### config.mk
export PLATFORM = sky130hd
export DESIGN_NAME = pd_loop_ctrl
export DESIGN_NICKNAME = d
export VERILOG_FILES = /design/src/rtl/pd_loop_ctrl.sv
export SDC_FILE = /design/constraint.sdc
export NUM_CORES = 1
export LEC_CHECK = 0
export ABC_AREA = 1
export CORE_MARGIN = 4
export CORE_UTILIZATION = 44
export DETAILED_ROUTE_END_ITERATION = 8
export GPL_TIMING_DRIVEN = 0
export PLACE_DENSITY = 0.84
export RECOVER_POWER = 25
export SETUP_SLACK_MARGIN = 0.02
export SLEW_MARGIN = 10
export SYNTH_ARGS = -nofsm -noshare
export SYNTH_HDL_FRONTEND = slang
export SYNTH_SLANG_ARGS = --single-unit
### constraint.sdc
create_clock -name clk -period 3.9 [get_ports clk]
set_input_delay 0.78 -clock clk [delete_from_list [all_inputs] [get_ports clk]]
set_output_delay 0.78 -clock clk [all_outputs]
set_load 0.02 [all_outputs]
### src/rtl/pd_loop_ctrl.sv
// Sequencer for one PD control iteration: ADC sample, wait for the PD pipeline, clamp and write the DAC.
// Optional anti-windup clamp on the stored integral is enabled by defining PD_LOOP_ANTIWINDUP_EN.
module pd_loop_ctrl #(
  parameter int INPUT_WIDTH    = 18,
  parameter int OUTPUT_WIDTH   = 32,
  parameter int DAC_WIDTH      = 20,
  parameter int PIPE_LATENCY   = 4,
  parameter int INTEGRAL_LIMIT = 2**24
) (
  input  logic                           clk,
  input  logic                           rst,
  input  logic                           i_enable,
  input  logic                           i_clear_integral,
  output logic                           o_adc_arm,
  input  logic                           i_adc_finished,
  input  logic signed [INPUT_WIDTH-1:0]  i_adc_data,
  output logic signed [INPUT_WIDTH-1:0]  o_actual,
  output logic signed [OUTPUT_WIDTH-1:0] o_integral,
  input  logic signed [OUTPUT_WIDTH-1:0] i_integral_next,
  input  logic signed [OUTPUT_WIDTH-1:0] i_pd,
  output logic                           o_dac_arm,
  output logic signed [DAC_WIDTH-1:0]    o_dac_data,
  input  logic                           i_dac_finished,
  output logic                           o_running,
  output logic [31:0]                    o_sample_count
);

  localparam int CNT_W = $clog2(PIPE_LATENCY + 1);
  localparam logic signed [OUTPUT_WIDTH-1:0] DAC_MAX = OUTPUT_WIDTH'(2**(DAC_WIDTH-1) - 1);
  localparam logic signed [OUTPUT_WIDTH-1:0] DAC_MIN = ~DAC_MAX;

  typedef enum logic [2:0] {
    S_IDLE, S_ADC_REQ, S_ADC_WAIT, S_PIPE_WAIT, S_DAC_REQ, S_DAC_WAIT
  } state_t;

  state_t                         r_state;
  logic [CNT_W-1:0]               r_cnt;
  logic                           r_adc_arm;
  logic                           r_dac_arm;
  logic signed [INPUT_WIDTH-1:0]  r_actual;
  logic signed [OUTPUT_WIDTH-1:0] r_integral;
  logic signed [DAC_WIDTH-1:0]    r_dac_data;
  logic [31:0]                    r_sample_count;

  logic signed [DAC_WIDTH-1:0]    w_dac_sat;
  logic signed [OUTPUT_WIDTH-1:0] w_int_cap;

  always_comb begin
    w_dac_sat = i_pd[DAC_WIDTH-1:0];
    if (i_pd > DAC_MAX)
      w_dac_sat = DAC_MAX[DAC_WIDTH-1:0];
    else if (i_pd < DAC_MIN)
      w_dac_sat = DAC_MIN[DAC_WIDTH-1:0];
  end

`ifdef PD_LOOP_ANTIWINDUP_EN
  localparam logic signed [OUTPUT_WIDTH-1:0] INT_MAX = OUTPUT_WIDTH'(INTEGRAL_LIMIT);
  localparam logic signed [OUTPUT_WIDTH-1:0] INT_MIN = -INT_MAX;

  always_comb begin
    w_int_cap = i_integral_next;
    if (i_integral_next > INT_MAX)
      w_int_cap = INT_MAX;
    else if (i_integral_next < INT_MIN)
      w_int_cap = INT_MIN;
  end
`else
  logic w_unused_limit;
  assign w_unused_limit = (INTEGRAL_LIMIT != 0);
  assign w_int_cap      = i_integral_next;
`endif

  always_ff @(posedge clk or posedge rst) begin
    if (rst) begin
      r_state        <= S_IDLE;
      r_cnt          <= '0;
      r_adc_arm      <= 1'b0;
      r_dac_arm      <= 1'b0;
      r_actual       <= '0;
      r_integral     <= '0;
      r_dac_data     <= '0;
      r_sample_count <= '0;
    end else begin
      r_adc_arm <= 1'b0;
      r_dac_arm <= 1'b0;
      case (r_state)
        S_IDLE: begin
          if (i_clear_integral)
            r_integral <= '0;
          if (i_enable) begin
            r_state   <= S_ADC_REQ;
            r_adc_arm <= 1'b1;
          end
        end
        S_ADC_REQ: r_state <= S_ADC_WAIT;
        S_ADC_WAIT: begin
          if (i_adc_finished) begin
            r_actual <= i_adc_data;
            r_cnt    <= CNT_W'(PIPE_LATENCY);
            r_state  <= S_PIPE_WAIT;
          end
        end
        // Pipeline inputs stay frozen here; i_pd is valid once the counter has run down to 1.
        S_PIPE_WAIT: begin
          r_cnt <= r_cnt - CNT_W'(1);
          if (r_cnt == CNT_W'(1)) begin
            r_dac_data <= w_dac_sat;
            r_integral <= w_int_cap;
            r_state    <= S_DAC_REQ;
            r_dac_arm  <= 1'b1;
          end
        end
        S_DAC_REQ: r_state <= S_DAC_WAIT;
        S_DAC_WAIT: begin
          if (i_dac_finished) begin
            r_sample_count <= r_sample_count + 32'd1;
            if (i_enable) begin
              r_state   <= S_ADC_REQ;
              r_adc_arm <= 1'b1;
            end else begin
              r_state <= S_IDLE;
            end
          end
        end
        default: r_state <= S_IDLE;
      endcase
    end
  end

  assign o_adc_arm      = r_adc_arm;
  assign o_dac_arm      = r_dac_arm;
  assign o_actual       = r_actual;
  assign o_integral     = r_integral;
  assign o_dac_data     = r_dac_data;
  assign o_sample_count = r_sample_count;
  assign o_running      = (r_state != S_IDLE);

endmodule

==> results.cfg <==
[power]
power.ir.vdd_worst_uv = 404
power_per_cell_area_nw_per_um2 = 606
leakagePower_nw = 3.56

[logic_synthesis]
postSynthRegisterBits = 110
synth_ff_type = dfrtp_1
yosys.cell_types.count = 33
post_synth_inst_count = 586
yosys_warnings = 0
netlist_area_sq_um = 5070
synth_edf_count = 0
synthesis.area_per_instance_sq_um = 8.65
synthArstFlopShare_pct = 100
seq_area_frac_synth_pct = 54.3
mappedNetlistNets = 677

[layout]
insertedDiodeCount = 0
final_common_cell = nand2_1
final-instance-count-excl-fill = 933
final_net_count = 881
areaGrowthSynthToFinish_pct = 47.0
layout_common_cells = nand2_1 (249), clkdlybuf4s50_1 (190), dfrtp_1 (110), nand3_1 (50), nor2_1 (45)
post_route_cells_drive_above_1_share_pct = 6.43
final.fill_count = 868

[floorplan]
design.portCount = 193
fp.dieArea_sq_um = 13300
chipHeight_um = 115
initial_cell_density_of_the_core_pct = 45.8
std_cell_rows = 38
floorplan.die.width_um = 115
placeableCoreArea_sq_um = 11100

[global_routing]
grt.total_usage_pct = 21.5
first_global_vias = 4758
gr-total-overflow = 0
grt_start_max_net_pins = 63
grt_pass1_wl_um = 22700
number_of_antenna_violations_at_the_first_check_in_global_routing = 0

[timing]
timing.clock.skew_ns = 0.00423
tightest_slew_ns = 2.26
relSlewSlack_pct = -51.7
timing_hold_violations_final = 0
min_period_over_period_pct = 64.9
finalMaxSlewViolations = 49
achievable_frequency_ghz = 0.395
finalCriticalPeriod_ns = 2.53
grt_setup_unrepaired = false
worst_hold_slack_ns = 0.483
setup-violations-final = 0

[clocking]
numClockSinks = 110
cts-buffers-inserted = 9
max-clock-path-buffers = 2
post_cts.repair.setup_buffers = 0
cts_root_buf = clkbuf_16
clk_latency_ns = 0.35
post_cts_resized = 0
post_cts_hold_buffer_count = 0
tritoncts_clock_tree = done
cts.htree.levels = 3
worst_setup_hold_path_clk_slew_ns = 0.07

[route]
drt_iter0_drc = 218
wirelength_um = 13900
first_pass_iters = 5
ant_nets = 0
route.detailed.wl_per_inst_um = 14.9
vias_per_std_cell = 4.93
drcViolationCount = 0
routed-via-count = 4596

[job]
cap_violations = 1

[worst_setup_path]
cp-end-kind = async pin
timing.critical_path.cells = dlygate4sd3_1 > clkinvlp_2 > buf_16
critical_path.reg2reg.endpoint = o_sample_count[31]$_DFFE_PP0P_
crit_slowest_cell = clkinvlp_2
regToRegStartpoint = r_state[1]$_DFFE_PP0P_
rr_worst_depth = 8
criticalPathCategory = in -> async
crit_required_ns = 4.41
cp_data_arrival_time_ns = 3.04
cp_num_buf_inv = 3
critPathLaunchType = primary input
timing.critical_path.slowest_cell_delay_ns = 1.29
cp_max_fo = 62
reg2reg_setup_slack_ns = 1.88
critPathTopFamily = buffers and inverters

[placement]
gp_congestion = 0.809
detailed_place_hpwl_um = 10600
placement.io_buffers = 192
placedCellCount = 919

[min_path]
hold_end = o_dac_data[4]$_DFFE_PP0P_
whs_path_depth = 2
timing.hold.worst.class = reg -> reg
min_from = o_dac_data[4]$_DFFE_PP0P_

[status]
run_status = finished, violations left
failing_checks = capacitance limit, slew limit
-- per-stage QoR --
stage | utilization (%) | setup TNS, ns | total power [mW] | setup slack, ns | area [sq um]
floorplan | - | 0 | 2.67 | 0.218 | 5070
global placement | 64.7 | -146.93 | 3.56 | -1.34 | 7170
detailed placement | 65.0 | 0 | 3.64 | 1.42 | 7200
CTS | 67.6 | 0 | 4.58 | 1.34 | 7490
global route | 67.3 | 0 | 4.76 | 0.997 | 7450
finish | 67.3 | 0 | 4.51 | 1.37 | 7450
-- per-layer routing --
metal	global-route usage, %	wire (um)
met5	0	0
met4	8.61	320
met3	8.21	1380
met1	24.7	5400
met2	36.3	6850
-- synthesized netlist by cell type (3+ instances only) --
cell type  count  area [sq um]
mux2_2        13           146
ha_1           3          37.5
nand2_1      248           931
buf_4          5          37.5
nand4_1        6          37.5
o21ai_0        6          30.0
nor2_1        45           169
nor2_4         5          56.3
clkbuf_1       8          30.0
xnor2_1        9          78.8
dfrtp_1      110          2750
xor2_1        12           105
mux2_4         5          75.1
inv_1         36           135
nor3_1         3          15.0
a21oi_1        3          15.0
nand3_1       49           245
-- kinds of logic (layout without fill, tap and decap cells) --
logic type	after synthesis	after routing	share of synthesized area, %
compound gates	14	14	1.65
xor+xnor	21	21	3.63
fa+ha+maj	3	3	0.740
buf+inv	54	261	4.57
flops	110	110	54.3
mux	18	18	4.37
simple gates	366	366	30.8
-- state kept, by name, indices dropped and copies added (netlist names) --
name            cells
r_state             3
r_cnt               3
o_dac_arm           1
o_adc_arm           1
o_actual           18
o_sample_count     32
o_integral         32
o_dac_data         20
-- worst min-delay path, stage by stage, from the launching register on --
cell,delay [ns]
dfrtp_1,0.34
nand2_1,0.05
nand2_1,0.06
-- where the power goes --
group	switching (mW)	leakage, nW	internal (mW)
clock	0.395	0.142	0.527
sequential	0.220	1.41	1.49
combinational	0.975	2.01	0.906
-- worst max-delay path by stage --
stage                                 from                         end  slack [ns]  cells past startpoint
global placement                       rst  o_dac_data[11]$_DFFE_PP0P_       -1.34                      2
detailed placement                i_pd[25]   o_dac_data[4]$_DFFE_PP0P_        1.42                     10
global route                           rst  o_integral[26]$_DFFE_PP0P_         1.0                      2
CTS                 r_state[0]$_DFFE_PP0P_                   o_running        1.34                      3
finish                                 rst  o_integral[29]$_DFFE_PP0P_        1.37                      3
floorplan                              rst     o_actual[0]$_DFFE_PP0P_        0.22                      1
-- cell type report --
cell class,count,area (sq um),share of cell area [%]
Buffer,16,88.8,1.19
Clock buffer,13,260,3.49
Clock inverter,1,30.0,0.403
Inverter,38,144,1.93
Multi-Input combinational cell,422,2050,27.5
Sequential cell,110,2750,36.9
Tap cell,140,175,2.35
Timing Repair Buffer,193,1950,26.2
(Power assumes the default switching activity.)
